--- config.mk ---
export PLATFORM = sky130hd
export DESIGN_NAME = bram_fifo_ctrl_1024x16
export DESIGN_NICKNAME = d
export VERILOG_FILES = /design/src/rtl/bram_fifo_ctrl_1024x16.sv
export SDC_FILE = /design/constraint.sdc
export NUM_CORES = 1
export LEC_CHECK = 0
export BUFFER_PORTS_ARGS = -buffer_cell sky130_fd_sc_hd__clkbuf_2
export CAP_MARGIN = 20
export CORE_MARGIN = 2
export CORE_UTILIZATION = 40
export DETAILED_ROUTE_END_ITERATION = 8
export GPL_ROUTABILITY_DRIVEN = 0
export PLACE_DENSITY = 0.71
export SETUP_SLACK_MARGIN = 0.02
export SLEW_MARGIN = 30
export SYNTH_ARGS = -nofsm -noshare
export SYNTH_HDL_FRONTEND = slang
export SYNTH_SLANG_ARGS = --single-unit
--- constraint.sdc ---
create_clock -name clk -period 3.6 [get_ports clk]
set_input_delay 0.18 -clock clk [delete_from_list [all_inputs] [get_ports clk]]
set_output_delay 0.18 -clock clk [all_outputs]
set_load 0.05 [all_outputs]
--- src/rtl/bram_fifo_ctrl_1024x16.sv ---
// FIFO controller wrapping a 1-write/1-read port BRAM with 1-cycle registered read latency.
// A 2-entry output buffer hides the read latency and presents first-word-fall-through data.
module bram_fifo_ctrl_1024x16 #(
    parameter int unsigned DEPTH = 1024,
    parameter int unsigned AW    = 10,
    parameter int unsigned DW    = 16
) (
    input  logic          clk,
    input  logic          rstn,
    input  logic          in_valid,
    output logic          in_ready,
    input  logic [DW-1:0] in_data,
    output logic          out_valid,
    input  logic          out_ready,
    output logic [DW-1:0] out_data,
    output logic [AW:0]   count,
    output logic          mem_ce0,
    output logic          mem_we0,
    output logic [AW-1:0] mem_a0,
    output logic [DW-1:0] mem_d0,
    output logic          mem_ce1,
    output logic [AW-1:0] mem_a1,
    input  logic [DW-1:0] mem_q1
);

    localparam int unsigned CW = AW + 1;

    logic [AW-1:0] wptr_q, rptr_q;
    logic [CW-1:0] mem_cnt_q, mem_cnt_d;
    logic          inflight_q;
    logic [1:0]    obuf_cnt_q, obuf_cnt_d, obuf_after;
    logic [DW-1:0] ob0_q, ob0_d, ob1_q, ob1_d;
    logic          push, pop_out, pop_mem;

    always_comb begin
        in_ready   = rstn && (mem_cnt_q < CW'(DEPTH));
        push       = in_valid && in_ready;
        out_valid  = (obuf_cnt_q != 2'd0);
        pop_out    = out_valid && out_ready;
        obuf_after = obuf_cnt_q - {1'b0, pop_out};
        // Only issue a read if the buffer has room for it once the current read lands.
        pop_mem    = (mem_cnt_q != '0) && ((obuf_after + {1'b0, inflight_q}) < 2'd2);

        mem_ce0 = push;
        mem_we0 = push;
        mem_a0  = wptr_q;
        mem_d0  = in_data;
        mem_ce1 = pop_mem;
        mem_a1  = rptr_q;

        out_data = ob0_q;
        count    = mem_cnt_q + CW'(inflight_q) + CW'(obuf_cnt_q);
    end

    always_comb begin
        mem_cnt_d = mem_cnt_q;
        if (push && !pop_mem) begin
            mem_cnt_d = mem_cnt_q + CW'(1);
        end else if (!push && pop_mem) begin
            mem_cnt_d = mem_cnt_q - CW'(1);
        end

        ob0_d = ob0_q;
        ob1_d = ob1_q;
        if (pop_out && (obuf_cnt_q == 2'd2)) begin
            ob0_d = ob1_q;
        end
        // Captured word goes behind whatever survives this cycle's pop.
        if (inflight_q) begin
            if (obuf_after == 2'd0) begin
                ob0_d = mem_q1;
            end else begin
                ob1_d = mem_q1;
            end
        end
        obuf_cnt_d = obuf_after + {1'b0, inflight_q};
    end

    always_ff @(posedge clk or negedge rstn) begin
        if (!rstn) begin
            wptr_q     <= '0;
            rptr_q     <= '0;
            mem_cnt_q  <= '0;
            inflight_q <= 1'b0;
            obuf_cnt_q <= 2'd0;
            ob0_q      <= '0;
            ob1_q      <= '0;
        end else begin
            if (push) begin
                wptr_q <= wptr_q + AW'(1);
            end
            if (pop_mem) begin
                rptr_q <= rptr_q + AW'(1);
            end
            mem_cnt_q  <= mem_cnt_d;
            inflight_q <= pop_mem;
            obuf_cnt_q <= obuf_cnt_d;
            ob0_q      <= ob0_d;
            ob1_q      <= ob1_d;
        end
    end

endmodule

==> Yosys cells after proc, flatten, opt, wreduce, memory -nomap -nowiden <==
Cells that the tools add are included.
{ "classes": {"addsub": 8, "n_mul": 0, "div": 0, "magnitude_cmp": 2, "eq_ne": 1, "n_shift": 0, "mux": 5, "bitwise": 1, "reduce_logical": 14} }
{ "ops": {"columns": ["operator", "n"], "rows": [
  ["2-to-1 mux 16 bit", 3],
  ["2-to-1 mux 11 bit", 2],
  ["adder 10 x 1 -> 10 bit, second input constant", 2],
  ["adder 11 x 1 -> 11 bit", 1],
  ["adder 11 x 1 -> 11 bit, second input constant", 1],
  ["adder 11 x 2 -> 11 bit", 1],
  ["< comparator 11 bit, second input constant", 1],
  ["nonzero test 11 bit", 1],
  ["subtractor 11 x 1 -> 11 bit, second input constant", 1],
  ["logical AND 1 bit", 7],
  ["nonzero test 2 bit", 2],
  ["adder 2 x 1 -> 2 bit", 1],
  ["equality test 2 bit, second input constant", 1],
  ["logical NOT 1 bit", 2],
  ["logical NOT 2 bit", 1],
  ["< comparator 2 bit, second input constant", 1],
  ["AND reduction 2 bit", 1],
  ["subtractor 2 x 1 -> 2 bit", 1],
  ["inverter 1 bit", 1]
]} }
{ "totals": {"reg_bits": 66, "latch_bits": 0, "ram_bits": 0, "romBits": 0, "word_cells": 38, "mem_count": 0} }

==> Depth between registers and ports, before layout <==
{ "logic_depth": {"ltp_word": 9, "ltp_mapped": 16} }

==> Worst setup path before layout <==
Ideal clock, no wire load.
{ "synth_timing": {"kind": "flip-flop to flip-flop", "from": "register obuf_cnt_q[1]", "to": "register mem_cnt_q[10]", "arrival_ns": 4.143, "slack_ns": -0.633, "path_stages_with_launch": 17, "synth_period_minus_slack_ns": 4.233, "path_cell_list": "dfrtp_1 or2_2 and2_1 ha_1 inv_1 ha_1 xor3_1 a31oi_4 inv_1 ha_1 inv_1 ha_1 a211oi_1 o21ai_0 o2111ai_1 mux2_2 o2111ai_1"} }
{ "synth_via": {"elab_chain_len": 9} }
{ "synth_lines": {"columns": ["element", "line_no", "rtl"], "rows": [
  ["from (decl)", "31", "logic [1:0] obuf_cnt_q, obuf_cnt_d, obuf_after;"],
  ["from (signal assigned)", "97", "obuf_cnt_q <= obuf_cnt_d;"],
  ["nonzero test 2 bit *", "38", "out_valid = (obuf_cnt_q != 2'd0);"],
  ["named net out_valid", "13", "output logic out_valid,"],
  ["logical AND 1 bit *", "39", "pop_out = out_valid && out_ready;"],
  ["subtractor 2 x 1 -> 2 bit *", "40", "obuf_after = obuf_cnt_q - {1'b0, pop_out};"],
  ["adder 2 x 1 -> 2 bit *", null, null],
  ["named net obuf_cnt_d[1]", "31", null],
  ["< comparator 2 bit *", "42", "pop_mem = (mem_cnt_q != '0) && ((obuf_after + {1'b0, inflight_q}) < 2'd2);"],
  ["logical AND 1 bit *", "42", null],
  ["named net mem_ce1", "21", "output logic mem_ce1,"],
  ["logical NOT 1 bit", "57", "if (push && !pop_mem) begin"],
  ["logical AND 1 bit", "57", null],
  ["2-to-1 mux 11 bit / nonzero test 2 bit (equally long branches)", null, null],
  ["to (signal assigned)", "95", "mem_cnt_q <= mem_cnt_d;"],
  ["to (decl)", "29", "logic [CW-1:0] mem_cnt_q, mem_cnt_d;"]
]} }
The timed path passes the listed nets; every way through them passes the cells marked *.
A chain may end at the register's enable or synchronous reset.

==> Worst setup path in the final report <==
{ "layout_timing": {"from": "register obuf_cnt_q[0]", "to": "register mem_cnt_q[10]"} }
{ "layout_via": {"elab_chain_len": 9} }
{ "layout_lines": {"columns": ["element", "line_no"], "rows": [
  ["nonzero test 2 bit", "38"],
  ["logical AND 1 bit", "39"],
  ["subtractor 2 x 1 -> 2 bit *", "40"],
  ["adder 2 x 1 -> 2 bit *", null],
  ["named net obuf_cnt_d[1]", "31"],
  ["< comparator 2 bit *", "42"],
  ["logical AND 1 bit *", "42"],
  ["logical NOT 1 bit", "57"],
  ["logical AND 1 bit", "57"],
  ["2-to-1 mux 11 bit / nonzero test 2 bit (equally long branches)", null]
]} }
Marks and branches as above.

==> summary.txt <==
Hold buffer count at cts - 0
CP Buf/Inv Count - 3
Area of the mapped netlist - 0.00356 mm²
CORE AREA - 0.00868 mm²
# rows - 34
Fraction of registers with async set/reset - 100%
Slowest cell on crit path - fa_1
Post-Synthesis Cells - 333
Worst path cell trace - or2_4 > and2_4 > ha_4 > inv_1 > ha_1 > xor3_1 > a31oi_4 > inv_2 > ha_4 > inv_8 > fa_1 > a211oi_2 > o21ai_1 > o2111ai_2 > mux2_2 > o2111ai_1
Initial antenna violation count - 1
Yosys reg bits - 66
CTS tree - yes
Synthesized area per cell - 10.7 µm²
H-tree depth - 3
Die Height - 98.4 µm
Fin crit period - 3.36 ns
Crit path DAT - 3.61 ns
Met3 Use GR - 3.94%
CP most frequent cell - ha_4
Clock Sinks - 66
HP Class - in2async
DR iter-0 viols - 73
CP max stage delay - 0.43 ns
Clock Path Buffers - 2
Setup crit end kind - flip-flop
Placed Cells - 491
Top cells by area, synth - dfrtp_1, mux2_2, ha_1
Detail Placement HPWL - 5390 µm
Cts repair resizes - 0
Distinct cells, synth - 41
Seq/Total Area, Yosys - 46.3%
Final cell count without fillers - 508
GR Util All Layers - 16.0%
Root Driver - clkbuf_8
Area fraction of the dominant cell type after synthesis - 46.3%
Met2 Use GR - 24.9%
Most frequent cell after synthesis - dfrtp_1
CP delay by family, top - adder cells
First-pass GRT wire length - 12400 µm
Worst endpoint required time - 3.85 ns
Critical path class - reg2reg
Number of top-level pins - 104
Final period util - 93.2%
Post-synth top cells - dfrtp_1, nor2_1, nand2_1, a21oi_1, xnor2_1
# nets final - 448
Fin Setup TNS - 0 ns
WL final - 7360 µm
Clk slew on worst S/H paths - 0.08 ns
Rel. slew slack - 42.9%
Met1 usage - 21.8%
Fin. max-slew vios - 0
Max Clock Freq - 0.298 GHz
Post-CTS Setup Bufs - 0
Worst skew pair latency - 0.34 ns
Drt pass-1 iters - 4
Largest net degree at the start of global routing - 68
RSZ-0062 raised after global routing - no
Cell taking the most area after synthesis - dfrtp_1
Worst Setup Start Kind - flip-flop
Syn_nets - 387
Crit Path Max Fanout - 12
Remaining global-route overflow - 0
Total number of yosys warnings - 0
DRC viols - 0
PortBufs - 71
Vias in the first global route - 2551
Vias per inst - 5.09
GRT busiest layer - met2
Starting Density - 41.1%
Area growth, synth to finish - 17.8%
Cts bufs inserted - 9
EDFF count, synth - 0
Layout cells sized above 1 - 32.1%
Routed Antenna Nets - 0
Slew @ Worst Pin - 0.856 ns
Die width - 98.4 µm
Outcome - complete, no violations
Fin Clk Skew - 0.00861 ns
Ys flop type - dfrtp_1
Drt wl/cell - 14.5 µm
Total number of vias - 2585
Die Area - 0.00968 mm²
Setup-failing EPs final - 0
Final hold violations - 0
Max_cap viols - 0
==> cells in the final DEF, fill, tap and decap left out, drive strengths merged, types with 2 or more instances in the layout <==
master	count
fa	3
nand2	25
nand3	10
nor3	4
clkbuf	81
a21oi	24
nor2	28
ha	15
a21o	3
mux2	20
and3	4
clkinvlp	2
nand4	7
inv	11
xnor2	21
dfrtp	66
clkinv	3
buf	6
mux2i	16
or2	2
a31oi	3
o21a	2
o21ai	12
nor4	2
o21bai	2
o2111ai	2
xor2	14
==> routing by layer <==
layer  vias to the layer above  routed length (µm)
li1                       1261                   -
met1                      1260                3430
met2                        56                3470
met3                         8                 367
met4                         0                  92
met5                         -                   0
==> worst reg2reg max path: stages (launching register included) <==
cell and delay, ns:
dfrtp_1 0.38, or2_4 0.25, and2_4 0.16, ha_4 0.27
inv_1 0.04, ha_1 0.17, xor3_1 0.26, a31oi_4 0.05
inv_2 0.09, ha_4 0.17, inv_8 0.07, fa_1 0.43
a211oi_2 0.28, o21ai_1 0.11, o2111ai_2 0.10, mux2_2 0.37
o2111ai_1 0.09
==> kinds of logic (layout without fill, tap and decap cells) <==
| group | after synthesis | count (layout) | share of synthesized area [%] |
|---|---|---|---|
| buffers and inverters | 37 | 103 | 5.76 |
| adders and majority gates | 18 | 18 | 6.95 |
| AOI/OAI and AO/OA | 53 | 53 | 9.13 |
| other | 0 | 1 | 0 |
| and+or+nand+nor | 87 | 87 | 11.8 |
| DFF | 66 | 66 | 46.3 |
| muxes | 36 | 36 | 10.8 |
| xor gates and xnor gates | 36 | 36 | 9.27 |
==> through the flow <==
step	hold slack [ns]	cell area (µm²)	util (%)	setup WS, ns
finish	0.0518	4200	48.4	0.244
global placement	0.360	4020	46.3	0.336
detailed placement	0.360	4020	46.4	0.250
CTS	0.0783	4200	48.3	0.229
floorplan	-0.116	3650	-	-0.0325
global route	0.0883	4200	48.3	0.0429
==> flip-flops by register name, indices dropped and copies added (netlist names) <==
signal	cells
ob1_q	16
out_data	16
mem_cnt_q	11
mem_a0	10
mem_a1	10
obuf_cnt_q	2
inflight_q	1
==> layout make-up <==
type / count / area [µm²]
multi-input combinational: 230 / 1800
clock inverter: 5 / 30.0
tap: 108 / 135
inverter: 11 / 48.8
timing repair buffer: 76 / 393
antenna: 1 / 2.50
sequential: 66 / 1650
fill: 808 / 4480
clock buffer: 11 / 141
==> path summary, 6_finish.rpt <==
check | startpoint | to | slack, ns | depth (start not counted)
max | obuf_cnt_q[0]$_DFF_PN0_ | mem_cnt_q[10]$_DFFE_PN0P_ | 0.24 | 16
min | rstn | mem_cnt_q[7]$_DFFE_PN0P_ | 0.05 | 2
max reg2reg | obuf_cnt_q[0]$_DFF_PN0_ | mem_cnt_q[10]$_DFFE_PN0P_ | 0.24 | 16
min reg2reg | mem_a0[9]$_DFFE_PN0P_ | mem_a0[9]$_DFFE_PN0P_ | 0.47 | 1
max in group asynchronous | rstn | ob1_q[13]$_DFFE_PN0P_ | 2.98 | 2
min in group clk | mem_q1[0] | ob1_q[0]$_DFFE_PN0P_ | 0.09 | 2
Power is not shown: default switching activity piles up to over one toggle a cycle in this logic, so the estimate is an artifact.
